--- src/rtl/vanet_frame_pkg.sv ---
// Frame constants, error codes and fetch FSM encoding shared by the SRAM frame producers/consumers.
package vanet_frame_pkg;

    typedef enum logic [7:0] {
        CMD_TX = 8'h66,
        CMD_RX = 8'h77
    } frame_cmd_e;

    localparam logic [7:0] HDR_CMD     = CMD_TX;
    localparam logic [7:0] LEN_BIAS    = 8'd2;
    localparam logic [7:0] MAX_PAYLOAD = 8'd64;

    typedef enum logic [1:0] {
        ERR_NONE    = 2'd0,
        ERR_HDR     = 2'd1,
        ERR_LEN     = 2'd2,
        ERR_TIMEOUT = 2'd3
    } err_code_e;

    typedef enum logic [3:0] {
        ST_IDLE,
        ST_RD_HDR,
        ST_HUNT,
        ST_RD_LEN,
        ST_EMIT_LEN,
        ST_RD_DATA,
        ST_EMIT_HI,
        ST_EMIT_LO,
        ST_DONE
    } fetch_state_e;

endpackage

--- src/rtl/tx_frame_fetch_if.sv ---
// SRAM FIFO pop port and TX byte stream bundles; master is the frame fetcher side.
interface sram_fifo_if;
    logic        sram_read;
    logic        sram_hint;
    logic [15:0] data_from_sram;
    logic        sram_empty;
    logic [10:0] sram_count;

    modport master (output sram_read, input sram_hint, data_from_sram, sram_empty, sram_count);
    modport slave  (input sram_read, output sram_hint, data_from_sram, sram_empty, sram_count);
endinterface

interface tx_stream_if;
    logic [7:0] tx_byte;
    logic       tx_valid;
    logic       tx_ready;
    logic       tx_sof;
    logic       tx_eof;
    logic       tx_abort;

    modport master (output tx_byte, tx_valid, tx_sof, tx_eof, tx_abort, input tx_ready);
    modport slave  (input tx_byte, tx_valid, tx_sof, tx_eof, tx_abort, output tx_ready);
endinterface

--- src/rtl/tx_frame_fetch_sram_rd_port.sv ---
// Single-outstanding SRAM pop requester with hint timeout.
// Latency: sram_read rises 1 cycle after req with a non-empty FIFO; word/word_vld are valid in the hint cycle.
// Backpressure: no request is raised while the FIFO is empty; sram_read holds until hint or timeout.
module sram_rd_port #(
    parameter logic [15:0] HINT_TIMEOUT = 16'd50000
) (
    input  logic        clk,
    input  logic        reset_n,
    input  logic        req,
    input  logic        sram_empty,
    input  logic        sram_hint,
    input  logic [15:0] data_from_sram,
    output logic        sram_read,
    output logic [15:0] word,
    output logic        word_vld,
    output logic        timeout
);

    logic [15:0] hint_cnt;

    // Hint is checked first so a hint landing on the final count still completes the read.
    assign word     = data_from_sram;
    assign word_vld = sram_read && sram_hint;
    assign timeout  = sram_read && !sram_hint && (hint_cnt == HINT_TIMEOUT - 16'd1);

    always_ff @(posedge clk or negedge reset_n) begin
        if (!reset_n) begin
            sram_read <= 1'b0;
            hint_cnt  <= 16'd0;
        end else if (sram_read) begin
            if (sram_hint || timeout) begin
                sram_read <= 1'b0;
            end
            hint_cnt <= hint_cnt + 16'd1;
        end else if (req && !sram_empty) begin
            sram_read <= 1'b1;
            hint_cnt  <= 16'd0;
        end
    end

endmodule

--- src/rtl/tx_frame_fetch.sv ---
// Pops framed words from the SRAM FIFO, validates header/length and unpacks the payload to a byte stream.
// Latency: first stream byte 1 cycle after the length-word hint; payload byte 1 cycle after each data hint.
// Backpressure: tx_ready low holds the presented byte stable; SRAM reads stall while the FIFO is empty.
module tx_frame_fetch
    import vanet_frame_pkg::*;
#(
    parameter logic [15:0] HINT_TIMEOUT = 16'd50000
) (
    input  logic        clk,
    input  logic        reset_n,
    input  logic        enable,
    sram_fifo_if.master sram,
    tx_stream_if.master tx,
    output logic        frame_busy,
    output logic        frame_done,
    output logic        frame_err,
    output logic [1:0]  err_code
);

    fetch_state_e state;
    logic [7:0]   rem;
    logic [7:0]   lo_byte;
    logic         rd_req;
    logic [15:0]  word;
    logic         word_vld;
    logic         rd_timeout;
    logic         hdr_hit;
    logic [7:0]   len_l;
    logic         len_bad;
    logic         accept;

    sram_rd_port #(
        .HINT_TIMEOUT (HINT_TIMEOUT)
    ) u_rd_port (
        .clk            (clk),
        .reset_n        (reset_n),
        .req            (rd_req),
        .sram_empty     (sram.sram_empty),
        .sram_hint      (sram.sram_hint),
        .data_from_sram (sram.data_from_sram),
        .sram_read      (sram.sram_read),
        .word           (word),
        .word_vld       (word_vld),
        .timeout        (rd_timeout)
    );

    assign rd_req  = state inside {ST_RD_HDR, ST_HUNT, ST_RD_LEN, ST_RD_DATA};
    assign hdr_hit = (word[15:8] == HDR_CMD);
    assign len_l   = word[7:0] - LEN_BIAS;
    assign len_bad = (word[15:8] != 8'h00) || (word[7:0] < LEN_BIAS) ||
                     (len_l == 8'd0) || (len_l > MAX_PAYLOAD);
    assign accept  = tx.tx_valid && tx.tx_ready;

    always_ff @(posedge clk or negedge reset_n) begin
        if (!reset_n) begin
            state       <= ST_IDLE;
            rem         <= 8'd0;
            lo_byte     <= 8'd0;
            tx.tx_byte  <= 8'd0;
            tx.tx_valid <= 1'b0;
            tx.tx_sof   <= 1'b0;
            tx.tx_eof   <= 1'b0;
            tx.tx_abort <= 1'b0;
            frame_busy  <= 1'b0;
            frame_done  <= 1'b0;
            frame_err   <= 1'b0;
            err_code    <= ERR_NONE;
        end else begin
            frame_done  <= 1'b0;
            frame_err   <= 1'b0;
            tx.tx_abort <= 1'b0;
            if (rd_timeout) begin
                state       <= ST_IDLE;
                frame_err   <= 1'b1;
                err_code    <= ERR_TIMEOUT;
                tx.tx_abort <= frame_busy;
                frame_busy  <= 1'b0;
                tx.tx_valid <= 1'b0;
                tx.tx_sof   <= 1'b0;
                tx.tx_eof   <= 1'b0;
            end else begin
                case (state)
                    ST_IDLE: begin
                        if (enable && (sram.sram_count >= 11'd2)) begin
                            state      <= ST_RD_HDR;
                            frame_busy <= 1'b1;
                        end
                    end
                    ST_RD_HDR: begin
                        if (word_vld) begin
                            if (hdr_hit) begin
                                state <= ST_RD_LEN;
                            end else begin
                                state     <= ST_HUNT;
                                frame_err <= 1'b1;
                                err_code  <= ERR_HDR;
                            end
                        end
                    end
                    ST_HUNT: begin
                        if (word_vld && hdr_hit) begin
                            state <= ST_RD_LEN;
                        end
                    end
                    ST_RD_LEN: begin
                        if (word_vld) begin
                            if (len_bad) begin
                                state     <= ST_HUNT;
                                frame_err <= 1'b1;
                                err_code  <= ERR_LEN;
                            end else begin
                                state       <= ST_EMIT_LEN;
                                rem         <= len_l;
                                tx.tx_byte  <= len_l;
                                tx.tx_sof   <= 1'b1;
                                tx.tx_valid <= 1'b1;
                            end
                        end
                    end
                    ST_EMIT_LEN: begin
                        if (accept) begin
                            state       <= ST_RD_DATA;
                            tx.tx_valid <= 1'b0;
                            tx.tx_sof   <= 1'b0;
                        end
                    end
                    ST_RD_DATA: begin
                        if (word_vld) begin
                            state       <= ST_EMIT_HI;
                            tx.tx_byte  <= word[15:8];
                            lo_byte     <= word[7:0];
                            tx.tx_valid <= 1'b1;
                            tx.tx_eof   <= (rem == 8'd1);
                        end
                    end
                    // eof is set when a byte is loaded, from the count it will leave behind.
                    ST_EMIT_HI: begin
                        if (accept) begin
                            rem <= rem - 8'd1;
                            if (rem == 8'd1) begin
                                state       <= ST_DONE;
                                tx.tx_valid <= 1'b0;
                                tx.tx_eof   <= 1'b0;
                            end else begin
                                state      <= ST_EMIT_LO;
                                tx.tx_byte <= lo_byte;
                                tx.tx_eof  <= (rem == 8'd2);
                            end
                        end
                    end
                    ST_EMIT_LO: begin
                        if (accept) begin
                            rem         <= rem - 8'd1;
                            tx.tx_valid <= 1'b0;
                            tx.tx_eof   <= 1'b0;
                            state       <= (rem == 8'd1) ? ST_DONE : ST_RD_DATA;
                        end
                    end
                    ST_DONE: begin
                        frame_done <= 1'b1;
                        frame_busy <= 1'b0;
                        state      <= ST_IDLE;
                    end
                    default: state <= ST_IDLE;
                endcase
            end
        end
    end

endmodule

--- src/flat_wrapper.sv ---
// flat-port wrapper written by rule: the top's interface ports become plain ports
module tx_frame_fetch_flat import vanet_frame_pkg::*;
#(
    parameter logic [15:0] HINT_TIMEOUT = 16'd50000
)
  (clk, reset_n, enable, frame_busy, frame_done, frame_err, err_code, sram_sram_read, sram_sram_hint, sram_data_from_sram, sram_sram_empty, sram_sram_count, tx_tx_byte, tx_tx_valid, tx_tx_sof, tx_tx_eof, tx_tx_abort, tx_tx_ready);
  sram_fifo_if sram_i ();
  tx_stream_if tx_i ();
  input  logic clk;
  input  logic reset_n;
  input  logic enable;
  output logic frame_busy;
  output logic frame_done;
  output logic frame_err;
  output logic [1:0] err_code;
  output wire logic [$bits(sram_i.sram_read)-1:0] sram_sram_read;
  input wire logic [$bits(sram_i.sram_hint)-1:0] sram_sram_hint;
  input wire logic [$bits(sram_i.data_from_sram)-1:0] sram_data_from_sram;
  input wire logic [$bits(sram_i.sram_empty)-1:0] sram_sram_empty;
  input wire logic [$bits(sram_i.sram_count)-1:0] sram_sram_count;
  output wire logic [$bits(tx_i.tx_byte)-1:0] tx_tx_byte;
  output wire logic [$bits(tx_i.tx_valid)-1:0] tx_tx_valid;
  output wire logic [$bits(tx_i.tx_sof)-1:0] tx_tx_sof;
  output wire logic [$bits(tx_i.tx_eof)-1:0] tx_tx_eof;
  output wire logic [$bits(tx_i.tx_abort)-1:0] tx_tx_abort;
  input wire logic [$bits(tx_i.tx_ready)-1:0] tx_tx_ready;
  assign sram_sram_read = sram_i.sram_read;
  assign sram_i.sram_hint = sram_sram_hint;
  assign sram_i.data_from_sram = sram_data_from_sram;
  assign sram_i.sram_empty = sram_sram_empty;
  assign sram_i.sram_count = sram_sram_count;
  assign tx_tx_byte = tx_i.tx_byte;
  assign tx_tx_valid = tx_i.tx_valid;
  assign tx_tx_sof = tx_i.tx_sof;
  assign tx_tx_eof = tx_i.tx_eof;
  assign tx_tx_abort = tx_i.tx_abort;
  assign tx_i.tx_ready = tx_tx_ready;
  tx_frame_fetch #(.HINT_TIMEOUT(HINT_TIMEOUT)) u_core (.clk(clk), .reset_n(reset_n), .enable(enable), .sram(sram_i), .tx(tx_i), .frame_busy(frame_busy), .frame_done(frame_done), .frame_err(frame_err), .err_code(err_code));
endmodule
--- config.mk ---
export PLATFORM = sky130hd
export DESIGN_NAME = tx_frame_fetch_flat
export DESIGN_NICKNAME = d
export VERILOG_FILES = /design/src/rtl/vanet_frame_pkg.sv /design/src/rtl/tx_frame_fetch_if.sv /design/src/rtl/tx_frame_fetch_sram_rd_port.sv /design/src/rtl/tx_frame_fetch.sv /design/src/flat_wrapper.sv
export SDC_FILE = /design/constraint.sdc
export NUM_CORES = 1
export LEC_CHECK = 0
export CAP_MARGIN = 20
export CORE_UTILIZATION = 43
export DETAILED_ROUTE_END_ITERATION = 8
export DONT_BUFFER_PORTS = 1
export GPL_TIMING_DRIVEN = 0
export PLACE_DENSITY = 0.58
export SLEW_MARGIN = 10
export SYNTH_ARGS = -nofsm -noshare
export SYNTH_HDL_FRONTEND = slang
export SYNTH_SLANG_ARGS = --single-unit
--- constraint.sdc ---
create_clock -name clk -period 2.8 [get_ports clk]
set_clock_uncertainty 0.1 [all_clocks]
set_input_delay 0.56 -clock clk [delete_from_list [all_inputs] [get_ports clk]]
set_output_delay 0.56 -clock clk [all_outputs]
set_load 0.01 [all_outputs]
==> results.md <==
* Max-cap violation count at 0
* Lkg Pwr at around 0.0015 uW
* EDFF count, synth at 0
* Part of the Yosys area used for sequential elements at roughly 40%
* Syn Inst Count at approximately 380
* Clock Path Buffers at 2
* Initial DRT Pass Iterations at 5
* Gr usage total at about 22%
* Inserted Clock Buffers at 5
* DRT iter0 DRCs at between 200 and 300
* RePlAce Congestion at roughly 0.93
* Pwr dens at about 790 nW/um2
* Status: completed
* Final setup violation count at 0
* Top cell type's share of synthesized area at roughly two fifths
* Grt total ovfl at 0
* Share of layout cells above drive strength 1 at 11.2%
* Slew Limit Fails at 0
* Critical Path End Type: flop
* Die area at 8210 um2
* Row cnt at 31
* Sequential share of power at 39.3%
* Core box area at around 7400 um2
* Remaining antenna violation count after routing at 0
* Die Wd at between 90 and 100 um
* Clock transition at the registers of the reported paths at approximately 0.10 ns
* Crit path DAT at between 2 and 3 ns
* Syn Area/Cell at about 8.9 um2
* Worst EP required at 2.90 ns
* Final worst slack at between 0.1 and 0.15 ns
* Synthesized cell area at roughly 3400 um2
* Count of final hold-check violations at 0
* Nets at roughly 430
* Compound-Gate Fraction of Synth Area at 21.5%
* Yosys reg bits at 54
* Most frequent cell after synthesis: dfrtp_1
* Vias per cell at approximately 6.1
* Worst Tran Pin Value at between 0.7 and 0.8 ns
* Top cells by count, synth: 54 x dfrtp_1, 38 x nand2_1, 31 x nor2_1
* ANT cells at 0
* Switching pwr at approximately 1200 uW
* Worst-Skew Late Latency at between 0.3 and 0.4 ns
* Mux share of post-synthesis cell area at 6.78%
* Pre-CTS WS at -0.428 ns
* Part of the power in combinational logic at roughly 43%
* Clock Sinks at 54
* Initial Util at 45.6%
* Clock Tree Root: clkbuf_8
* FFs w/ async S/R, synth at 100%
* HP Class: in2reg
* Die Y at ~91 um
* HPWL Detailed at about 6.5 mm
* Crit-path max FO at 8
* Sw Share at 40.9%
* Crit Path Class: in2reg
* Input/output buffers at 0
* Final Cycle Share at a little over nine tenths
* Initial antenna violation count at 0
* CP startpoint kind: input pin
* Synth Area in XOR/XNOR at roughly 2.1%
* Syn Nets at between 400 and 500
* H-tree Lvls at 2
* Layout area overhead at 10.9%
* First-pass GRT wire length at between 10 and 15 mm
* Minimum clock period at between 2 and 3 ns
* I/O pin total at about 50
* Peak Freq at between 300 and 400 MHz
* Synth cell types at 61
* Synthesis Warnings at 0
* Largest net degree at the start of global routing at 55
* Clock group share of total power at between 10% and 20%
* Number of global-route vias before repair at 2827
* Synthesized-area fraction occupied by adder cells at between 1.5 and 2%
* CTS tree: yes
* Avg WL per Cell at 18.3 um
* Post-synth top area cell: dfrtp_1
* DRC violations left at 0
* Vias at 3011
* Internal Power at about 1700 uW
* Relative slew slack at approximately 50%
* Simple-Gate Fraction of Synth Area at 24.8%
* Area contributors post-synth: dfrtp_1 40%, mux2_2 4.3%, nand2_1 4.2%
* Layout filler cell count at around 700
* Setup TNS at 0 ns
* Total Wirelength at between 9 and 10 mm
* Largest family of logic cells by synthesized area: simple AND/OR/NAND/NOR gates
* Worst vdd ir at around 0.30 mV
* Commonest register cell after synthesis: dfrtp_1
==> flip-flops by register name, indices dropped and copies added (netlist names) <==
signal,count
u_core.u_rd_port.hint_cnt,16
u_core.rem,8
u_core.tx.tx_abort,1
u_core.err_code,2
u_core.frame_busy,1
u_core.frame_done,1
u_core.state,4
u_core.lo_byte,8
u_core.u_rd_port.sram_read,1
u_core.tx.tx_eof,1
u_core.tx.tx_sof,1
u_core.tx.tx_valid,1
u_core.frame_err,1
u_core.tx.tx_byte,8
==> final cells by class <==
| type | count | area (um2) | share of cell area [%] |
|---|---|---|---|
| Clock buffer | 5 | 68.8 | 1.84 |
| Buffer | 16 | 61.3 | 1.64 |
| Inverter | 11 | 41.3 | 1.10 |
| Multi-Input combinational cell | 298 | 1970 | 52.6 |
| Tap cell | 99 | 124 | 3.31 |
| Clock inverter | 2 | 38.8 | 1.04 |
| Timing Repair Buffer | 7 | 87.6 | 2.34 |
| Sequential cell | 54 | 1350 | 36.1 |
==> cell families after synthesis <==
| kind of cell | after synthesis |
|---|---|
| DFF | 54 |
| buffers and inverters | 27 |
| and+or+nand+nor | 160 |
| AOI/OAI and AO/OA | 104 |
| xor gates and xnor gates | 8 |
| muxes | 21 |
| adders and majority gates | 5 |
==> worst max-delay path, cell delays in order <==
cell and delay, ns:
inv_1 0.13, ha_2 0.24, xor2_1 0.16, or4_4 0.54, a211oi_4 0.29, o211ai_2 0.15
a21oi_4 0.23, buf_12 0.15, mux2_2 0.33
==> what timing repair did <==
item,4_1_cts,5_1_grt
buffers inserted,0,5
endpoints found under the hold margin,54,3
resized for setup,2,5
setup endpoints to repair,9,21
pin swaps,0,4
hold buffers,1,1
==> per-layer routing <==
metal	vias up	share of wire, %	global-route usage [%]
met4	0	0.71	4.84
met5	-	0	0
li1	1447	-	-
met2	109	44	33.3
met3	5	8.1	5.30
met1	1450	47	32.8
==> path summary, 6_finish.rpt <==
path / startpoint / endpoint / slack [ns] / cells past startpoint
min reg2reg: u_core.u_rd_port.hint_cnt[15] / u_core.u_rd_port.hint_cnt[15] / 0.40 / 1
max: sram_data_from_sram[1] / u_core.tx.tx_byte[0] / 0.11 / 9
min in group asynchronous: reset_n / u_core.tx.tx_sof / 0.66 / 2
max reg2reg: u_core.state[2] / u_core.state[2] / 0.18 / 7
max in group asynchronous: reset_n / u_core.tx.tx_byte[6] / 1.70 / 2
min: sram_data_from_sram[5] / u_core.lo_byte[5] / 0.30 / 1
==> power by group through the flow <==
stage	clock, uW	combinational [uW]	sequential [uW]
floorplan	0	915	1130
global placement	0	1140	1170
detailed placement	0	1150	1170
CTS	543	1180	1160
global route	574	1400	1180
finish	524	1270	1160
==> metrics by stage <==
stage / total power [uW] / util [%] / cell area, um2 / hold slack (ns) / instances
after floorplan: 2040 / - / 3390 / 0.164 / 379
after global placement: 2310 / 47.5 / 3520 / 0.166 / 478
after detailed placement: 2320 / 47.5 / 3520 / 0.166 / 478
after CTS: 2880 / 49.5 / 3670 / 0.00451 / 486
after global routing: 3160 / 50.5 / 3740 / 0.280 / 492
final: 2960 / 50.5 / 3740 / 0.295 / 492
==> cells in the final DEF (no fill, tap or decap), types with 11 or more instances in the layout <==
master	count
inv_1	11
nand3_1	23
nor3_1	11
mux2_2	13
dfrtp_1	54
a21oi_1	22
nor2_1	31
clkbuf_1	14
o21ai_0	21
nand2_1	38
(Power assumes the default switching activity.)
==> variant: new RTL, config.mk and constraints unchanged <==
Put one more register stage on the output `err_code`, cleared by the reset. The value now appears one clock later. The other outputs are not delayed to match.
--- a/src/rtl/tx_frame_fetch.sv
+++ b/src/rtl/tx_frame_fetch.sv
@@ -17,4 +17,6 @@
     output logic [1:0]  err_code
 );
+
+    logic [1:0] err_code_s0;
 
     fetch_state_e state;
@@ -65,5 +67,5 @@
             frame_done  <= 1'b0;
             frame_err   <= 1'b0;
-            err_code    <= ERR_NONE;
+            err_code_s0 <= ERR_NONE;
         end else begin
             frame_done  <= 1'b0;
@@ -73,5 +75,5 @@
                 state       <= ST_IDLE;
                 frame_err   <= 1'b1;
-                err_code    <= ERR_TIMEOUT;
+                err_code_s0 <= ERR_TIMEOUT;
                 tx.tx_abort <= frame_busy;
                 frame_busy  <= 1'b0;
@@ -94,5 +96,5 @@
                                 state     <= ST_HUNT;
                                 frame_err <= 1'b1;
-                                err_code  <= ERR_HDR;
+                                err_code_s0 <= ERR_HDR;
                             end
                         end
@@ -108,5 +110,5 @@
                                 state     <= ST_HUNT;
                                 frame_err <= 1'b1;
-                                err_code  <= ERR_LEN;
+                                err_code_s0 <= ERR_LEN;
                             end else begin
                                 state       <= ST_EMIT_LEN;
@@ -168,4 +170,12 @@
     end
 
+    always_ff @(posedge clk or negedge reset_n) begin
+        if (!reset_n) begin
+            err_code <= '0;
+        end else begin
+            err_code <= err_code_s0;
+        end
+    end
+
 endmodule
 
Function: changed (Yosys sat finds a counterexample within 4 cycles, from zero or initial values and one cycle with reset_n low).
==> variant against the original RTL <==
The run now ends with hold timing left; sequential share of layout area increased by 2.8 points; sequential cell count rose by 2; setup slack improved by 0.077 ns; cell area shrank 3.6%; wire length decreased by 4.0%; area after synthesis down 0.70%; via count increased by 0.23%; critical path type unchanged; highest routed layer unchanged.
Power is not compared: it rests on default switching activity, and its combinational part moved more than twofold at a synthesized area within 25%.
==> variant: results (changes against the original RTL) <==
| Item | Reported | vs unedited |
|:---|:---|:---|
| Most common library cells after synthesis | 56 x sky130_fd_sc_hd__dfrtp_1, 51 x sky130_fd_sc_hd__nor2_1, 42 x sky130_fd_sc_hd__nand2_1, 27 x sky130_fd_sc_hd__o21ai_0, 25 x sky130_fd_sc_hd__a21oi_1 | was 54 x sky130_fd_sc_hd__dfrtp_1, 38 x sky130_fd_sc_hd__nand2_1, 31 x sky130_fd_sc_hd__nor2_1, 25 x sky130_fd_sc_hd__nand3_1, 22 x sky130_fd_sc_hd__a21oi_1 |
| Maximum fanout along the worst path | 10 | was 8 |
| Slowest CP cell | sky130_fd_sc_hd__a211oi_2 | was sky130_fd_sc_hd__or4_4 |
| Placed Cells | 487 | was 478 |
| Detailed-placement wirelength estimate | 6300 um | was 6480 um |
| Critical path arrival | 2.71 ns | was 2.79 ns |
| Worst hold path class | input pin to asynchronous set/reset pin | was input pin to register |
| Outcome | complete, but fails checks | was complete, no violations |
| Count of TritonRoute iterations in the first routing pass | 6 | was 5 |
| Wire length of the first global-routing pass | 14300 um | was 14600 um |
| Synthesized instance count | 388 | was 379 |
| Synth top area cells | sky130_fd_sc_hd__dfrtp_1 42%, sky130_fd_sc_hd__nor2_1 5.7%, sky130_fd_sc_hd__nand2_1 4.7% | was sky130_fd_sc_hd__dfrtp_1 40%, sky130_fd_sc_hd__mux2_2 4.3%, sky130_fd_sc_hd__nand2_1 4.2% |
| WHS | -0.000868 ns | was 0.295 ns |
| Worst path max stage delay | 0.39 ns | was 0.54 ns |
| Total GRT Usage | 21.9% | was 22.4% |
| DP Worst Slack | -0.227 ns | was -0.428 ns |
| Count of distinct cell types in the synthesized netlist | 56 | was 61 |
| Via total after detailed routing | 3018 | was 3011 |
| Pin count of the biggest net entering global routing | 57 | was 55 |
| Mapped Nets | 426 | was 417 |
| Worst-Skew Late Latency | 0.32 ns |  |
| Synth Area in XOR/XNOR | 1.83% | was 2.07% |
| Total of fill cells in the finished design | 725 | was 702 |
| Violated checks | hold timing |  |
| Number of global-route vias before repair | 2716 | was 2827 |
| Share of synthesized cell area in full adder, half adder and majority cells | 1.87% | was 1.85% |
| Logic depth of the worst register-to-register path | 6 | was 7 |
| Mux share of post-synthesis cell area | 4.93% | was 6.78% |
| Final RePlAce weighted congestion | 0.879 | was 0.934 |
| Final Hold Fails | 4 | was 0 |
| Sequential element share of the synthesized area | 41.8% | was 40.0% |
| Internal reg-to-reg setup slack | 0.33 ns | was 0.18 ns |
| Worst Max-Slew Pin Slew | 0.850 ns | was 0.733 ns |
| Fraction of final layout cells sized beyond drive strength 1 | 8.56% | was 11.2% |
| Drt via density | 6.08 | was 6.12 |
| Reg-to-Reg End | u_core.tx.tx_byte[4]$_DFFE_PN0P_ | was u_core.state[2]$_DFFE_PN0P_ |
| Per-cell routed wire length | 17.4 um | was 18.3 um |
| Layout-stage area growth over the synthesis result | 7.57% | was 10.9% |
| Number of DRC violations after detailed-routing iteration 0 | 286 | was 284 |
| Startpoint of the most critical register-to-register path | u_core.rem[4]$_DFFE_PN0P_ | was u_core.state[2]$_DFFE_PN0P_ |
## variant: cell count changes after synthesis, sizes merged, moves of 4 or more
cell and delta:
nor4 +5, and3 +4, mux2 -6, nand4 -4, or4 -7, o21ai +9
a22oi -4, nor2 +21, or3 -6, a2bb2oi -5, o21bai +4, nand3 -9
inv -4
## variant: kinds of logic after synthesis
group           count (synthesis)
xor+xnor                        7
simple gates                  166
flops                          56
fa+ha+maj                       5
compound gates                113
buf+inv                        26
mux                            15
## variant: worst max path at each step
| stage | depth (start not counted) | end |
|---|---|---|
| after floorplan | 8 | u_core.tx.tx_byte[4]$_DFFE_PN0P_ |
| after global placement | 8 | u_core.tx.tx_byte[4]$_DFFE_PN0P_ |
| after detailed placement | 10 | u_core.tx.tx_byte[6]$_DFFE_PN0P_ |
| after CTS | 10 | u_core.tx.tx_byte[6]$_DFFE_PN0P_ |
| after global routing | 10 | u_core.tx.tx_byte[6]$_DFFE_PN0P_ |
| final | 10 | u_core.tx.tx_byte[6]$_DFFE_PN0P_ |
## variant: layer usage
layer / vias to the layer above / global-route usage (%) / wire [um]
li1: 1438 / - / -
met1: 1420 / 33.1 / 4120
met2: 146 / 32.6 / 3750
met3: 14 / 4.04 / 668
met4: 0 / 4.57 / 112
met5: - / 0 / 0
## variant: layout make-up
cell class	count	share of cell area [%]
Buffer	18	2.32
Clock buffer	6	2.01
Clock inverter	2	0.451
Inverter	8	0.832
Multi-Input combinational cell	306	51.3
Sequential cell	56	38.8
Tap cell	99	3.43
Timing Repair Buffer	1	0.763
## variant: repair_timing
action,4_1_cts,5_1_grt
endpoints found under the setup margin,0,17
hold buffers,1,0
resized for setup,0,4
endpoints found under the hold margin,56,0
